**src/rtl/commit_unit.sv**
```systemverilog
// commit_unit: retires one instruction per cycle from the commit bus.
//
// Purpose
//   Turns an accepted commit into register-file writes, store requests,
//   branch-predictor updates (BTB/PHT) and mispredict recovery (redirect plus
//   a fixed-length flush with status restore). All outputs are registered.
//
// Ports
//   clk, globalReset          clock (rising edge), async active-high reset
//   validCommit ... commitRob commit bus; held by upstream while commitStall=1
//   regWrite/regDest/regData/regRob       one-cycle register write pulse
//   storeReq/storeAddr/storeData/storeAck store handshake (held until ack)
//   btbWrite/btbPC/btbTarget              one-cycle BTB update pulse
//   phtWrite/phtIndex/phtState/phtTaken   one-cycle PHT update pulse
//   redirect/redirectPC                   one-cycle fetch redirect
//   flush/statusRestore                   flush window and restored status
//   commitStall                           high while in STORE or FLUSH
//
// Configuration
//   COMMIT_PERF_EN: adds retiredCount (accepted commits) and mispredictCount
//   (FLUSH entries), 32-bit wrapping counters cleared by globalReset.
module commit_unit #(
  parameter int unsigned WIDTH        = 31,
  parameter int unsigned CONTROL      = 5,
  parameter int unsigned INDEX        = 7,
  parameter int unsigned ROB          = 2,
  parameter int unsigned FLUSH_CYCLES = 2
) (
  input  logic               clk,
  input  logic               globalReset,
  // Commit bus
  input  logic               validCommit,
  input  logic [WIDTH:0]     result,
  input  logic [WIDTH:0]     destCommit,
  input  logic [3:0]         commitInfo,
  input  logic [WIDTH:0]     oldPC,
  input  logic [WIDTH:0]     targetAddress,
  input  logic [WIDTH:0]     statusSnap,
  input  logic [INDEX:0]     previousIndex,
  input  logic [CONTROL:0]   controlFlow,
  input  logic [ROB:0]       commitRob,
  // Register file
  output logic               regWrite,
  output logic [4:0]         regDest,
  output logic [WIDTH:0]     regData,
  output logic [ROB:0]       regRob,
  // Store port
  output logic               storeReq,
  output logic [WIDTH:0]     storeAddr,
  output logic [WIDTH:0]     storeData,
  input  logic               storeAck,
  // Branch predictor
  output logic               btbWrite,
  output logic [WIDTH:0]     btbPC,
  output logic [WIDTH:0]     btbTarget,
  output logic               phtWrite,
  output logic [INDEX:0]     phtIndex,
  output logic [1:0]         phtState,
  output logic               phtTaken,
  // Recovery
  output logic               redirect,
  output logic [WIDTH:0]     redirectPC,
  output logic               flush,
  output logic [WIDTH:0]     statusRestore,
  output logic               commitStall
`ifdef COMMIT_PERF_EN
  ,
  output logic [31:0]        retiredCount,
  output logic [31:0]        mispredictCount
`endif
);

  typedef enum logic [1:0] {StIdle, StStore, StFlush} state_e;

  // Counter holds remaining flush cycles minus one; entry loads this value.
  localparam logic [2:0] FlushLast = 3'(FLUSH_CYCLES - 1);

  // Commit bus field decode
  logic info_reg_write, info_mem_write, info_branch;
  logic cf_is_control, cf_write_btb, cf_taken, cf_reset;
  logic [1:0] cf_next_state;
  logic unused_jump;

  assign info_reg_write = commitInfo[3];
  assign info_mem_write = commitInfo[2];
  assign unused_jump    = commitInfo[1];
  assign info_branch    = commitInfo[0];
  assign cf_is_control  = controlFlow[5];
  assign cf_next_state  = controlFlow[4:3];
  assign cf_write_btb   = controlFlow[2];
  assign cf_taken       = controlFlow[1];
  assign cf_reset       = controlFlow[0];

  state_e         state_q, state_d;
  logic [2:0]     flush_cnt_q, flush_cnt_d;
  logic           flush_pend_q, flush_pend_d;
  logic           reg_write_q, reg_write_d;
  logic [4:0]     reg_dest_q, reg_dest_d;
  logic [WIDTH:0] reg_data_q, reg_data_d;
  logic [ROB:0]   reg_rob_q, reg_rob_d;
  logic           store_req_q, store_req_d;
  logic [WIDTH:0] store_addr_q, store_addr_d;
  logic [WIDTH:0] store_data_q, store_data_d;
  logic           btb_write_q, btb_write_d;
  logic [WIDTH:0] btb_pc_q, btb_pc_d;
  logic [WIDTH:0] btb_target_q, btb_target_d;
  logic           pht_write_q, pht_write_d;
  logic [INDEX:0] pht_index_q, pht_index_d;
  logic [1:0]     pht_state_q, pht_state_d;
  logic           pht_taken_q, pht_taken_d;
  logic           redirect_q, redirect_d;
  logic [WIDTH:0] redirect_pc_q, redirect_pc_d;
  logic           flush_q, flush_d;
  logic [WIDTH:0] status_restore_q, status_restore_d;

  logic commit_stall;
  logic accept;
  logic enter_flush;

  assign commit_stall = (state_q != StIdle);
  assign accept       = validCommit && (state_q == StIdle) && !commit_stall;

  always_comb begin
    state_d          = state_q;
    flush_cnt_d      = flush_cnt_q;
    flush_pend_d     = flush_pend_q;
    reg_write_d      = 1'b0;
    reg_dest_d       = reg_dest_q;
    reg_data_d       = reg_data_q;
    reg_rob_d        = reg_rob_q;
    store_req_d      = store_req_q;
    store_addr_d     = store_addr_q;
    store_data_d     = store_data_q;
    btb_write_d      = 1'b0;
    btb_pc_d         = btb_pc_q;
    btb_target_d     = btb_target_q;
    pht_write_d      = 1'b0;
    pht_index_d      = pht_index_q;
    pht_state_d      = pht_state_q;
    pht_taken_d      = pht_taken_q;
    redirect_d       = 1'b0;
    redirect_pc_d    = redirect_pc_q;
    flush_d          = flush_q;
    status_restore_d = status_restore_q;
    enter_flush      = 1'b0;

    unique case (state_q)
      StIdle: begin
        if (accept) begin
          // x0 is hardwired to zero, so writes to it are dropped.
          if (info_reg_write && (destCommit[4:0] != 5'd0)) begin
            reg_write_d = 1'b1;
            reg_dest_d  = destCommit[4:0];
            reg_data_d  = result;
            reg_rob_d   = commitRob;
          end
          if (cf_is_control) begin
            pht_write_d  = info_branch;
            pht_index_d  = previousIndex;
            pht_state_d  = cf_next_state;
            pht_taken_d  = cf_taken;
            btb_write_d  = cf_write_btb;
            btb_pc_d     = oldPC;
            btb_target_d = targetAddress;
          end
          // Recovery values are captured now even if the flush waits for a store.
          if (cf_reset) begin
            redirect_pc_d    = targetAddress;
            status_restore_d = statusSnap;
          end
          if (info_mem_write) begin
            state_d      = StStore;
            store_req_d  = 1'b1;
            store_addr_d = destCommit;
            store_data_d = result;
            flush_pend_d = cf_reset;
          end else if (cf_reset) begin
            enter_flush = 1'b1;
          end
        end
      end
      StStore: begin
        if (storeAck) begin
          store_req_d = 1'b0;
          if (flush_pend_q) begin
            flush_pend_d = 1'b0;
            enter_flush  = 1'b1;
          end else begin
            state_d = StIdle;
          end
        end
      end
      StFlush: begin
        if (flush_cnt_q == 3'd0) begin
          state_d = StIdle;
          flush_d = 1'b0;
        end else begin
          flush_cnt_d = flush_cnt_q - 3'd1;
        end
      end
      default: begin
        state_d = StIdle;
      end
    endcase

    if (enter_flush) begin
      state_d     = StFlush;
      redirect_d  = 1'b1;
      flush_d     = 1'b1;
      flush_cnt_d = FlushLast;
    end
  end

  always_ff @(posedge clk or posedge globalReset) begin
    if (globalReset) begin
      state_q          <= StIdle;
      flush_cnt_q      <= '0;
      flush_pend_q     <= 1'b0;
      reg_write_q      <= 1'b0;
      reg_dest_q       <= '0;
      reg_data_q       <= '0;
      reg_rob_q        <= '0;
      store_req_q      <= 1'b0;
      store_addr_q     <= '0;
      store_data_q     <= '0;
      btb_write_q      <= 1'b0;
      btb_pc_q         <= '0;
      btb_target_q     <= '0;
      pht_write_q      <= 1'b0;
      pht_index_q      <= '0;
      pht_state_q      <= '0;
      pht_taken_q      <= 1'b0;
      redirect_q       <= 1'b0;
      redirect_pc_q    <= '0;
      flush_q          <= 1'b0;
      status_restore_q <= '0;
    end else begin
      state_q          <= state_d;
      flush_cnt_q      <= flush_cnt_d;
      flush_pend_q     <= flush_pend_d;
      reg_write_q      <= reg_write_d;
      reg_dest_q       <= reg_dest_d;
      reg_data_q       <= reg_data_d;
      reg_rob_q        <= reg_rob_d;
      store_req_q      <= store_req_d;
      store_addr_q     <= store_addr_d;
      store_data_q     <= store_data_d;
      btb_write_q      <= btb_write_d;
      btb_pc_q         <= btb_pc_d;
      btb_target_q     <= btb_target_d;
      pht_write_q      <= pht_write_d;
      pht_index_q      <= pht_index_d;
      pht_state_q      <= pht_state_d;
      pht_taken_q      <= pht_taken_d;
      redirect_q       <= redirect_d;
      redirect_pc_q    <= redirect_pc_d;
      flush_q          <= flush_d;
      status_restore_q <= status_restore_d;
    end
  end

  assign regWrite      = reg_write_q;
  assign regDest       = reg_dest_q;
  assign regData       = reg_data_q;
  assign regRob        = reg_rob_q;
  assign storeReq      = store_req_q;
  assign storeAddr     = store_addr_q;
  assign storeData     = store_data_q;
  assign btbWrite      = btb_write_q;
  assign btbPC         = btb_pc_q;
  assign btbTarget     = btb_target_q;
  assign phtWrite      = pht_write_q;
  assign phtIndex      = pht_index_q;
  assign phtState      = pht_state_q;
  assign phtTaken      = pht_taken_q;
  assign redirect      = redirect_q;
  assign redirectPC    = redirect_pc_q;
  assign flush         = flush_q;
  assign statusRestore = status_restore_q;
  assign commitStall   = commit_stall;

`ifdef COMMIT_PERF_EN
  logic [31:0] retired_q, retired_d;
  logic [31:0] mispredict_q, mispredict_d;

  always_comb begin
    retired_d    = retired_q + (accept ? 32'd1 : 32'd0);
    mispredict_d = mispredict_q + (enter_flush ? 32'd1 : 32'd0);
  end

  always_ff @(posedge clk or posedge globalReset) begin
    if (globalReset) begin
      retired_q    <= '0;
      mispredict_q <= '0;
    end else begin
      retired_q    <= retired_d;
      mispredict_q <= mispredict_d;
    end
  end

  assign retiredCount    = retired_q;
  assign mispredictCount = mispredict_q;
`endif

endmodule
```
**config.mk**
```make
export PLATFORM = sky130hd
export DESIGN_NAME = commit_unit
export DESIGN_NICKNAME = d
export VERILOG_FILES = /design/src/rtl/commit_unit.sv
export SDC_FILE = /design/constraint.sdc
export NUM_CORES = 1
export LEC_CHECK = 0
export ABC_AREA = 1
export CAP_MARGIN = 20
export CORE_ASPECT_RATIO = 0.5
export CORE_MARGIN = 5
export CORE_UTILIZATION = 30
export DETAILED_ROUTE_END_ITERATION = 7
export GPL_TIMING_DRIVEN = 0
export HOLD_SLACK_MARGIN = 0.05
export SKIP_LAST_GASP = 1
export SYNTH_ARGS = -nofsm -noshare
export SYNTH_HDL_FRONTEND = slang
export SYNTH_SLANG_ARGS = --single-unit
```
**constraint.sdc**
```tcl
create_clock -name clk -period 10.1 [get_ports clk]
set_input_delay 1.01 -clock clk [delete_from_list [all_inputs] [get_ports clk]]
set_output_delay 1.01 -clock clk [all_outputs]
set_load 0.02 [all_outputs]
```
==> metrics <==
Pwr per Cell Area=328 nW/um^2; Final Instance Count excl. Fillers=approximately 2000; Clock Tree Root=clkbuf_16; Ys Warns=0; DRC viols=0; H-tree Lvls=1; Final setup viols=0; CP Depth=3; Max-cap violations=0; fin area=roughly 16000 sq um; most frequent cells in the layout=501 x nand2_1, 431 x clkdlybuf4s50_1, 255 x dfrtp_1; placed cells=between 1500 and 2000; Post-DP HPWL=approximately 28 mm; final worst clock skew=0.00951 ns; Seq/Total Area, Yosys=0.645; FP Rows=47; Area after DPL=between 10000 and 15000 sq um; Via density=approximately 4.5; P_sw=1.99 mW; CP Max Fanout=4; Area contributors post-synth=dfrtp_1 64%, nand2_1 19%, nand3_1 6.1%; Mapped Area=just under 10000 sq um; GR Util met1=0.225; cts bufs inserted=26; clk slew on worst S/H paths=0.06 ns; Cells after Synth=approximately 1100; leading cell type in the layout, fill and taps excluded=nand2_1; global-route wire length before repair=between 50 and 60 mm; gpl congestion=approximately 0.85; antenna-violating nets left=0; slew of the pin with the lowest slew margin=between 0.6 and 0.7 ns; I/O Buffers=roughly 430; Post-layout nets=around 1700; CTS hold repair buffers=0; Critical Path Source=state_q[1]$_DFFE_PP0P_; Hold Path Cell Cnt=2; Hold Startpoint=statusRestore[11]$_DFFE_PP0P_; RSZ-0062 raised after global routing=false; clock power share=0.197; Syn Nets=roughly 1300; CTS resizes=0; Die X=between 200 and 300 um; Clk Latency, worst-skew pair=around 0.54 ns; initial antenna violation count=3; Final Slew Violations=0; status=complete, no violations; Core ar.=~33000 sq um; largest net degree at the start of global routing=around 120; TritonCTS clock tree=yes; initial core utilization=0.302; syn avg cell area=just over 9 sq um; combinational fraction of design power=0.463; Chip Height=around 140 um; Tmin final=2.74 ns; top cell type's share of synthesized area=0.645; GR met3 Demand/Resource=0.0273; CTS sink count=255; IO Pins=between 400 and 500; FF+latch count, synth=~260; GR peak layer=met2; internal power=around 3.2 mW; proportion of layout cells with a drive suffix above 1=0.0605; number of global-route vias before repair=9013; Max transition margin=0.595; DIE AREA=about 37000 sq um; Max Clock Freq=about 360 MHz; Final Hold Viols=0; number of DRC markers in iteration 0=588; cell taking the most area after synthesis=dfrtp_1; first drt pass iteration count=5; drt wl/cell=18.4 um; crit-path cells=inv_1 -> nand2_1 -> clkdlybuf4s50_1; gr usage total=0.190; worst vdd ir=0.116 mV; Area growth syn-to-layout=59.0%; Static Leak=between 7 and 8 nW; r2r worst-path depth=7; CP Buf/Inv Count=2; via count=8973; Crit path largest cell delay=around 0.63 ns; CP Data Required Time=a little over 9 ns; Worst Setup End Kind=output port; Seq pwr share=0.340; grt ovf=0; min-delay worst type=reg2reg; Final Cycle Share=0.272; slowest stage cell, crit path=clkdlybuf4s50_1; Critical Path AT=approximately 1.7 ns; Post-CTS Setup Bufs=0; element type at the critical path start=flip-flop; Setup CP Type=reg2out; Yosys cell types=20; Net Sw Frac=0.386; met2 track demand over resource=0.348; reg-to-reg startpoint=state_q[0]$_DFFE_PP0P_; delay-heaviest family, CP=buffers and inverters; final WL=36.7 mm; worst-case clock buffer depth=3
## area by class of cell
| cell class | instances | area, sq um |
|---|---|---|
| Antenna cell | 3 | 7.51 |
| Buffer | 64 | 382 |
| Clock buffer | 42 | 822 |
| Clock inverter | 4 | 76.3 |
| Fill cell | 3045 | 17100 |
| Inverter | 45 | 179 |
| Multi-Input combinational cell | 710 | 2960 |
| Sequential cell | 255 | 6380 |
| Tap cell | 441 | 552 |
| Timing Repair Buffer | 433 | 4370 |
## flip-flops by register name, indices dropped and copies added (netlist names), 3 cells and up
signal         count
btbTarget         32
regData           32
statusRestore     32
regRob             3
phtIndex           8
regDest            5
storeAddr         32
flush_cnt_q        3
redirectPC        32
storeData         32
btbPC             32
## synth_stat cells
master,instances
nand2_2,1
nand2_1,501
buf_6,11
o21ai_0,57
clkbuf_1,20
buf_2,26
o21ai_1,10
nor2_1,9
ha_1,2
nand3_1,121
nor2_2,2
xnor2_1,1
nand4_1,1
buf_4,7
dfrtp_1,255
nand2_4,3
o31ai_1,1
o21bai_1,1
inv_1,44
inv_4,1
## path summary, 6_finish.rpt
path,slack [ns],endpoint
max reg2reg,8.41,storeAddr[9]$_DFFE_PP0P_
min reg2reg,0.47,statusRestore[11]$_DFFE_PP0P_
min,0.47,statusRestore[11]$_DFFE_PP0P_
min in group asynchronous,0.85,storeAddr[17]$_DFFE_PP0P_
max,7.36,commitStall
max in group asynchronous,8.37,btbPC[0]$_DFFE_PP0P_
## cell families after synthesis
kind of cell             count (synthesis)  share of synthesized area
XOR/XNOR                                 1                   0.000885
buffers and inverters                  109                     0.0559
adder cells (fa/ha/maj)                  2                    0.00253
AO/OA/AOI/OAI                           69                     0.0354
AND/OR/NAND/NOR                        638                      0.261
flip-flops                             255                      0.645
## power groups by stage
stage | Sequential (mW) | Clock [mW] | Combinational [mW]
4_1_cts | 1.75 | 1.05 | 2.43
3_5_place_dp | 1.76 | 0 | 2.42
3_3_place_gp | 1.75 | 0 | 2.39
2_1_floorplan | 2.32 | 0 | 0.522
5_1_grt | 1.81 | 1.09 | 2.54
6_report | 1.75 | 1.02 | 2.39
## routing by layer
layer / routed length, um / vias up
met4: 1660 / 0
met2: 19700 / 200
li1: - / 4301
met5: 0 / -
met3: 1230 / 84
met1: 14100 / 4388
## worst min-delay path, stage by stage (launching register included)
cell     delay (ns)
dfrtp_1        0.34
nand2_1        0.05
nand2_1        0.04
## through the flow
stage	setup TNS [ns]	worst slack (ns)	util	hold slack, ns	power, mW
final	0	7.36	0.479	0.470	5.16
after global routing	0	7.28	0.479	0.489	5.43
after CTS	0	7.33	0.479	0.472	5.23
after detailed placement	0	7.47	0.452	0.457	4.18
after global placement	-295.70	-1.18	0.450	0.454	4.14
after floorplan	0	2.08	-	0.465	2.84
No activity file was read; power rests on OpenSTA's default activity.
